==> src/rtl/dpram_pkg.sv <==
`default_nettype none
// +----------------------------------------------------------------------------+
// | dpram_pkg                                                                  |
// | Shared types, write-mode encodings and byte-merge helper for dual_port_ram |
// | Revision: 1.0                                                              |
// +----------------------------------------------------------------------------+
package dpram_pkg;

  typedef enum logic [1:0] {
    WRM_NO_CHANGE   = 2'd0,
    WRM_WRITE_FIRST = 2'd1,
    WRM_READ_FIRST  = 2'd2
  } wr_mode_e;

  // Widest word merge_be handles; callers zero-extend and truncate around it.
  localparam int DPRAM_MAX_W  = 1024;
  localparam int DPRAM_MAX_BE = DPRAM_MAX_W / 8;

  typedef logic [DPRAM_MAX_W-1:0]  dpram_word_t;
  typedef logic [DPRAM_MAX_BE-1:0] dpram_be_t;

  function automatic dpram_word_t merge_be(input dpram_word_t old_w,
                                           input dpram_word_t new_w,
                                           input dpram_be_t   be);
    dpram_word_t res;
    res = old_w;
    for (int i = 0; i < DPRAM_MAX_BE; i++) begin
      if (be[i]) res[8*i +: 8] = new_w[8*i +: 8];
    end
    return res;
  endfunction

endpackage
`default_nettype wire

==> src/rtl/dpram_rd_pipe.sv <==
`default_nettype none
// +----------------------------------------------------------------------------+
// | dpram_rd_pipe                                                              |
// | Per-port read output stage; DPRAM_OUT_REG_EN adds a second register stage. |
// | Revision: 1.0                                                              |
// +----------------------------------------------------------------------------+
module dpram_rd_pipe #(
  parameter int WIDTH = 8
) (
  input  logic             clk,
  input  logic             rst,
  input  logic             vld_in,
  input  logic [WIDTH-1:0] rdat_in,
  output logic [WIDTH-1:0] dout,
  output logic             dvalid
);

  logic [WIDTH-1:0] dout_d, dout_q;
  logic             dvalid_d, dvalid_q;

  always_comb begin
    dvalid_d = vld_in;
    dout_d   = vld_in ? rdat_in : dout_q;
  end

  always_ff @(posedge clk) begin
    if (rst) begin
      dout_q   <= '0;
      dvalid_q <= 1'b0;
    end else begin
      dout_q   <= dout_d;
      dvalid_q <= dvalid_d;
    end
  end

`ifdef DPRAM_OUT_REG_EN
  logic [WIDTH-1:0] dout2_d, dout2_q;
  logic             dvalid2_d, dvalid2_q;

  always_comb begin
    dvalid2_d = dvalid_q;
    dout2_d   = dvalid_q ? dout_q : dout2_q;
  end

  always_ff @(posedge clk) begin
    if (rst) begin
      dout2_q   <= '0;
      dvalid2_q <= 1'b0;
    end else begin
      dout2_q   <= dout2_d;
      dvalid2_q <= dvalid2_d;
    end
  end

  assign dout   = dout2_q;
  assign dvalid = dvalid2_q;
`else
  assign dout   = dout_q;
  assign dvalid = dvalid_q;
`endif

endmodule
`default_nettype wire

==> src/rtl/dual_port_ram.sv <==
`default_nettype none
// +----------------------------------------------------------------------------+
// | dual_port_ram                                                              |
// | True dual-port RAM with byte enables, write modes and collision flag.      |
// | Optional macro DPRAM_OUT_REG_EN adds one output register stage.            |
// | Revision: 1.0                                                              |
// +----------------------------------------------------------------------------+
module dual_port_ram
  import dpram_pkg::*;
#(
  parameter int WIDTH   = 8,
  parameter int DEPTH   = 16,
  parameter int ADDR    = (DEPTH > 1) ? $clog2(DEPTH) : 1,
  parameter int BE_W    = WIDTH / 8,
  parameter int WR_MODE = 0
) (
  input  logic             clk,
  input  logic             rst,
  input  logic             en_a,
  input  logic             we_a,
  input  logic [BE_W-1:0]  be_a,
  input  logic [ADDR-1:0]  addr_a,
  input  logic [WIDTH-1:0] din_a,
  output logic [WIDTH-1:0] dout_a,
  output logic             dvalid_a,
  input  logic             en_b,
  input  logic             we_b,
  input  logic [BE_W-1:0]  be_b,
  input  logic [ADDR-1:0]  addr_b,
  input  logic [WIDTH-1:0] din_b,
  output logic [WIDTH-1:0] dout_b,
  output logic             dvalid_b,
  output logic             coll
);

  localparam wr_mode_e MODE = wr_mode_e'(WR_MODE);

  logic [WIDTH-1:0] mem_q [DEPTH];

  logic             ok_a, ok_b, wr_a, wr_b, hit_ab, same_wr;
  logic [ADDR-1:0]  idx_a, idx_b;
  logic [WIDTH-1:0] old_a, old_b, mrg_a, mrg_b, new_a, new_b;
  logic             vld_a, vld_b;
  logic [WIDTH-1:0] rdat_a, rdat_b;
  logic             coll_d, coll_q;

  always_comb begin
    ok_a    = 32'(addr_a) < 32'(DEPTH);
    ok_b    = 32'(addr_b) < 32'(DEPTH);
    idx_a   = ok_a ? addr_a : '0;
    idx_b   = ok_b ? addr_b : '0;
    old_a   = ok_a ? mem_q[idx_a] : '0;
    old_b   = ok_b ? mem_q[idx_b] : '0;
    wr_a    = en_a & we_a & ~rst & ok_a & (|be_a);
    wr_b    = en_b & we_b & ~rst & ok_b & (|be_b);
    hit_ab  = (addr_a == addr_b);
    same_wr = wr_a & wr_b & hit_ab;

    // On a shared-address write B's bytes land first and A overlays them.
    mrg_b = WIDTH'(merge_be(dpram_word_t'(old_b), dpram_word_t'(din_b), dpram_be_t'(be_b)));
    mrg_a = WIDTH'(merge_be(dpram_word_t'(same_wr ? mrg_b : old_a),
                            dpram_word_t'(din_a), dpram_be_t'(be_a)));

    new_a = !ok_a ? '0 : wr_a ? mrg_a : (wr_b & hit_ab) ? mrg_b : old_a;
    new_b = !ok_b ? '0 : (wr_a & hit_ab) ? mrg_a : wr_b ? mrg_b : old_b;

    coll_d = same_wr & (|(be_a & be_b));

    vld_a  = 1'b0;
    rdat_a = old_a;
    if (en_a & ~rst) begin
      if (!we_a) begin
        vld_a = 1'b1;
      end else if (MODE == WRM_WRITE_FIRST) begin
        vld_a  = 1'b1;
        rdat_a = new_a;
      end else if (MODE == WRM_READ_FIRST) begin
        vld_a = 1'b1;
      end
    end

    vld_b  = 1'b0;
    rdat_b = old_b;
    if (en_b & ~rst) begin
      if (!we_b) begin
        vld_b = 1'b1;
      end else if (MODE == WRM_WRITE_FIRST) begin
        vld_b  = 1'b1;
        rdat_b = new_b;
      end else if (MODE == WRM_READ_FIRST) begin
        vld_b = 1'b1;
      end
    end
  end

  // Port A's merged word already contains B's surviving bytes on a shared address.
  always_ff @(posedge clk) begin
    if (wr_a)             mem_q[idx_a] <= mrg_a;
    if (wr_b && !same_wr) mem_q[idx_b] <= mrg_b;
  end

  always_ff @(posedge clk) begin
    if (rst) coll_q <= 1'b0;
    else     coll_q <= coll_d;
  end

`ifdef DPRAM_OUT_REG_EN
  logic coll2_q;

  always_ff @(posedge clk) begin
    if (rst) coll2_q <= 1'b0;
    else     coll2_q <= coll_q;
  end

  assign coll = coll2_q;
`else
  assign coll = coll_q;
`endif

  dpram_rd_pipe #(.WIDTH(WIDTH)) u_pipe_a (
    .clk     (clk),
    .rst     (rst),
    .vld_in  (vld_a),
    .rdat_in (rdat_a),
    .dout    (dout_a),
    .dvalid  (dvalid_a)
  );

  dpram_rd_pipe #(.WIDTH(WIDTH)) u_pipe_b (
    .clk     (clk),
    .rst     (rst),
    .vld_in  (vld_b),
    .rdat_in (rdat_b),
    .dout    (dout_b),
    .dvalid  (dvalid_b)
  );

endmodule
`default_nettype wire
==> config.mk <==
export PLATFORM = sky130hd
export DESIGN_NAME = dual_port_ram
export DESIGN_NICKNAME = d
export VERILOG_FILES = /design/src/rtl/dpram_pkg.sv /design/src/rtl/dpram_rd_pipe.sv /design/src/rtl/dual_port_ram.sv
export SDC_FILE = /design/constraint.sdc
export NUM_CORES = 1
export LEC_CHECK = 0
export ABC_AREA = 1
export BUFFER_PORTS_ARGS = -buffer_cell sky130_fd_sc_hd__buf_4
export CORE_UTILIZATION = 56
export DETAILED_ROUTE_END_ITERATION = 8
export PLACE_DENSITY = 0.73
export SYNTH_ARGS = -nofsm -noshare
export SYNTH_HDL_FRONTEND = slang
export SYNTH_SLANG_ARGS = --single-unit
==> constraint.sdc <==
create_clock -name clk -period 2.2 [get_ports clk]
set_clock_uncertainty 0.2 [all_clocks]
set_input_delay 0.22 -clock clk [delete_from_list [all_inputs] [get_ports clk]]
set_output_delay 0.22 -clock clk [all_outputs]
set_load 0.1 [all_outputs]
==> impl_metrics.env <==
export IMPL_vias=10120
export IMPL_die_w_um=131.5
export IMPL_root_buffer="clkbuf_16"
export IMPL_post_dp_cell_area_mm2=0.01119
export IMPL_routabilityCongestion=1.054
export IMPL_drtIter0Drc=1446
export IMPL_vias_per_cell=5.840
export IMPL_ant_nets=0
export IMPL_layout_drive_gt1_share=0.1985
export IMPL_whs_ps=20.27
export IMPL_finalWirelength_um=34680
export IMPL_critPathKind="in -> reg"
export IMPL_grt_pass1_vias=9188
export IMPL_syn_nets=1384
export IMPL_avgRoutedWirePerCell_um=20.02
export IMPL_gr_usage_all_layers=0.4086
export IMPL_die_area_mm2=0.01729
export IMPL_hpwl_um=25050
export IMPL_numCtsBuffers=17
export IMPL_cts_sinks=147
export IMPL_yosysTopAreaCell="edfxtp_1"
export IMPL_nets=1535
export IMPL_max_slew_margin=0.5478
export IMPL_synth_area_leaders="edfxtp_1 41%, nand2_1 31%, nand3_1 7.1%, dfxtp_1 4.1%, nand4_1 2.0%"
export IMPL_design_area_mm2=0.01180
export IMPL_power_frac_comb=0.205
export IMPL_core_area_mm2=0.01612
export IMPL_p_seq_frac=0.419
export IMPL_powerDensity_mw_per_mm2=629.1
export IMPL_drc=0
export IMPL_min_period_ps=2151
export IMPL_worstSetupStartpointType="input port"
export IMPL_p_int_mw=5.069
export IMPL_crit_required_ps=2190
export IMPL_pwr_share_clk=0.377
export IMPL_timing_final_max_slew_violations=0
export IMPL_critPathMaxFanout=8
export IMPL_area_growth_pct=25.66
export IMPL_clk_transition_reported_paths_ps=60
export IMPL_start_util=0.5828
export IMPL_setup_viol=0
export IMPL_insertion_delay_ps=440
export IMPL_swShare=0.3173
export IMPL_insertedDiodeCount=0
export IMPL_power_mw=7.424
export IMPL_die_y_um=131.5
export IMPL_antenna_found_initial=0
export IMPL_port_buffers=50
export IMPL_peakVddDrop_v=0.0005728
export IMPL_synth_area_mm2=0.009392
export IMPL_placed_cells_incl_taps=1697
export IMPL_num_rows=46
export IMPL_grt_pass1_wl_um=52930
export IMPL_syn_inst=1352
export IMPL_avgSynthCellArea_um2=6.946
export IMPL_critPathArrivalTime_ps=2140
export IMPL_cp_end_kind="register"
export IMPL_fmax_ghz=0.4650
export IMPL_yosys_warnings=0
export IMPL_p_leak_nw=5.621
export IMPL_synth_distinct_cells=24
export IMPL_power_switching_mw=2.356
export IMPL_io_pins=51
export IMPL_worst_pin_slew_ps=677.6
export IMPL_min_period_over_period=0.9776
export IMPL_grt_max_degree=28
export IMPL_cts_buffer_depth=2
export IMPL_dr_pass1_iters=6
export IMPL_overflow=0
export IMPL_synth_seq_area_share=0.4498
export IMPL_ys_ff_latch=147
export IMPL_hold_class="in -> reg"
export IMPL_cts_tree="yes"
export IMPL_final_cell_count_no_fill=1732
export IMPL_htreeDepth=4
export IMPL_maxCapViolations=0
export IMPL_outcome="finished, final reports clean"
export IMPL_synth_top_area_frac=0.4093
export IMPL_finalHoldViolCount=0
-- Yosys cell counts (all sizes together) --
| master | number |
|---|---|
| clkbuf | 25 |
| nor3 | 3 |
| edfxtp | 128 |
| a21oi | 16 |
| nor2 | 47 |
| buf | 46 |
| nand3 | 138 |
| or2 | 8 |
| nand4 | 30 |
| o31ai | 8 |
| xor2 | 4 |
| clkinv | 1 |
| o21ai | 38 |
| nand2 | 794 |
| inv | 46 |
| dfxtp | 19 |
| a31oi | 1 |
-- power by group through the flow --
stage	Sequential, mW	Combinational, mW	Clock (mW)
after CTS	3.11	1.46	2.79
final	3.11	1.52	2.80
after global placement	3.17	1.42	0
after global routing	3.11	1.61	2.90
after floorplan	3.31	0.676	0
after detailed placement	3.17	1.45	0
-- cell type report --
cell class	count	area (µm²)
clock buffer	18	429.2
sequential	147	4224
clock inverter	14	120.1
inverter	47	176.4
multi-input combinational	1087	4700
fill	1287	4314
tap	216	270.3
timing repair buffer	203	1882
-- sequential cells by signal, indices dropped and copies added (netlist names) --
name / cells
u_pipe_a.dout: 8
u_pipe_b.dout: 8
u_pipe_a.dvalid: 1
mem_q: 128
u_pipe_b.dvalid: 1
coll: 1
-- layer usage --
metal  global-route usage  vias up  part of all wire
li1                     -     4679                 -
met1               0.5640     4493              0.39
met2               0.5941      847              0.41
met3               0.1138       96              0.15
met4               0.1854        0             0.046
met5                    0        -                 0
-- stage by stage --
| step | util | setup WS [ps] | TNS [ps] |
|---|---|---|---|
| after floorplan | - | -1.918 | -44.86 |
| after global placement | 0.6942 | -204.7 | -16320 |
| after detailed placement | 0.6942 | -219.0 | -19890 |
| after CTS | 0.7301 | 46.02 | 0 |
| after global routing | 0.7323 | -28.38 | -89.02 |
| final | 0.7323 | 49.33 | 0 |
-- placed cells by master, fill, tap and decap left out, types with 2 or more instances in the layout --
cell | synthesis | final
or2_2 | 8 | 8
nand3_1 | 133 | 133
clkinv_4 | 0 | 2
buf_12 | 0 | 28
clkbuf_16 | 0 | 17
dlygate4sd3_1 | 0 | 3
nor2_1 | 31 | 25
inv_6 | 0 | 6
a21oi_1 | 16 | 16
nand3_2 | 5 | 2
xor2_1 | 4 | 4
nor2_2 | 0 | 6
o21ai_2 | 0 | 4
dfxtp_1 | 19 | 19
nand2_1 | 783 | 782
edfxtp_1 | 128 | 128
nor2_4 | 16 | 16
nand4_1 | 30 | 30
o21ai_0 | 36 | 28
clkinvlp_4 | 0 | 3
nand3_4 | 0 | 3
nor3_1 | 3 | 3
o31ai_1 | 8 | 8
inv_8 | 0 | 2
inv_2 | 18 | 19
nand2_2 | 11 | 12
inv_1 | 28 | 27
o21ai_1 | 2 | 6
buf_4 | 12 | 172
-- final timing paths --
path | startpoint | to | slack, ps | cells after the start
setup / recovery | we_a | mem_q[6][3] | 50 | 13
hold / removal | en_a | u_pipe_a.dvalid | 20 | 4
setup reg to reg | mem_q[3][3] | mem_q[6][3] | 100 | 13
hold reg to reg | u_pipe_a.dout[5] | u_pipe_a.dout[5] | 340 | 2
-- worst max-delay path, cell delays in order --
cell	delay, ps
dlygate4sd3_1	520
buf_4	110
nand2_1	50
nor2_1	140
nand2_2	130
nor2_2	150
nand3_4	140
nand3_2	130
buf_4	150
nor2_4	40
buf_4	180
nand3_1	100
nand2_1	80
-- cell families after synthesis --
| group | count (synthesis) | share of synthesized area |
|---|---|---|
| xor gates and xnor gates | 4 | 0.003730 |
| AOI/OAI and AO/OA | 63 | 0.03584 |
| DFF | 147 | 0.4498 |
| buffers and inverters | 118 | 0.05569 |
| and+or+nand+nor | 1020 | 0.4550 |
-- repair_timing --
action | CTS | global route
gates resized for setup | 0 | 9
hold endpoints to repair | 2 | 0
buffers inserted | 0 | 0
hold buffers | 3 | 0
endpoints found under the setup margin | 0 | 203
(Power assumes the default switching activity.)
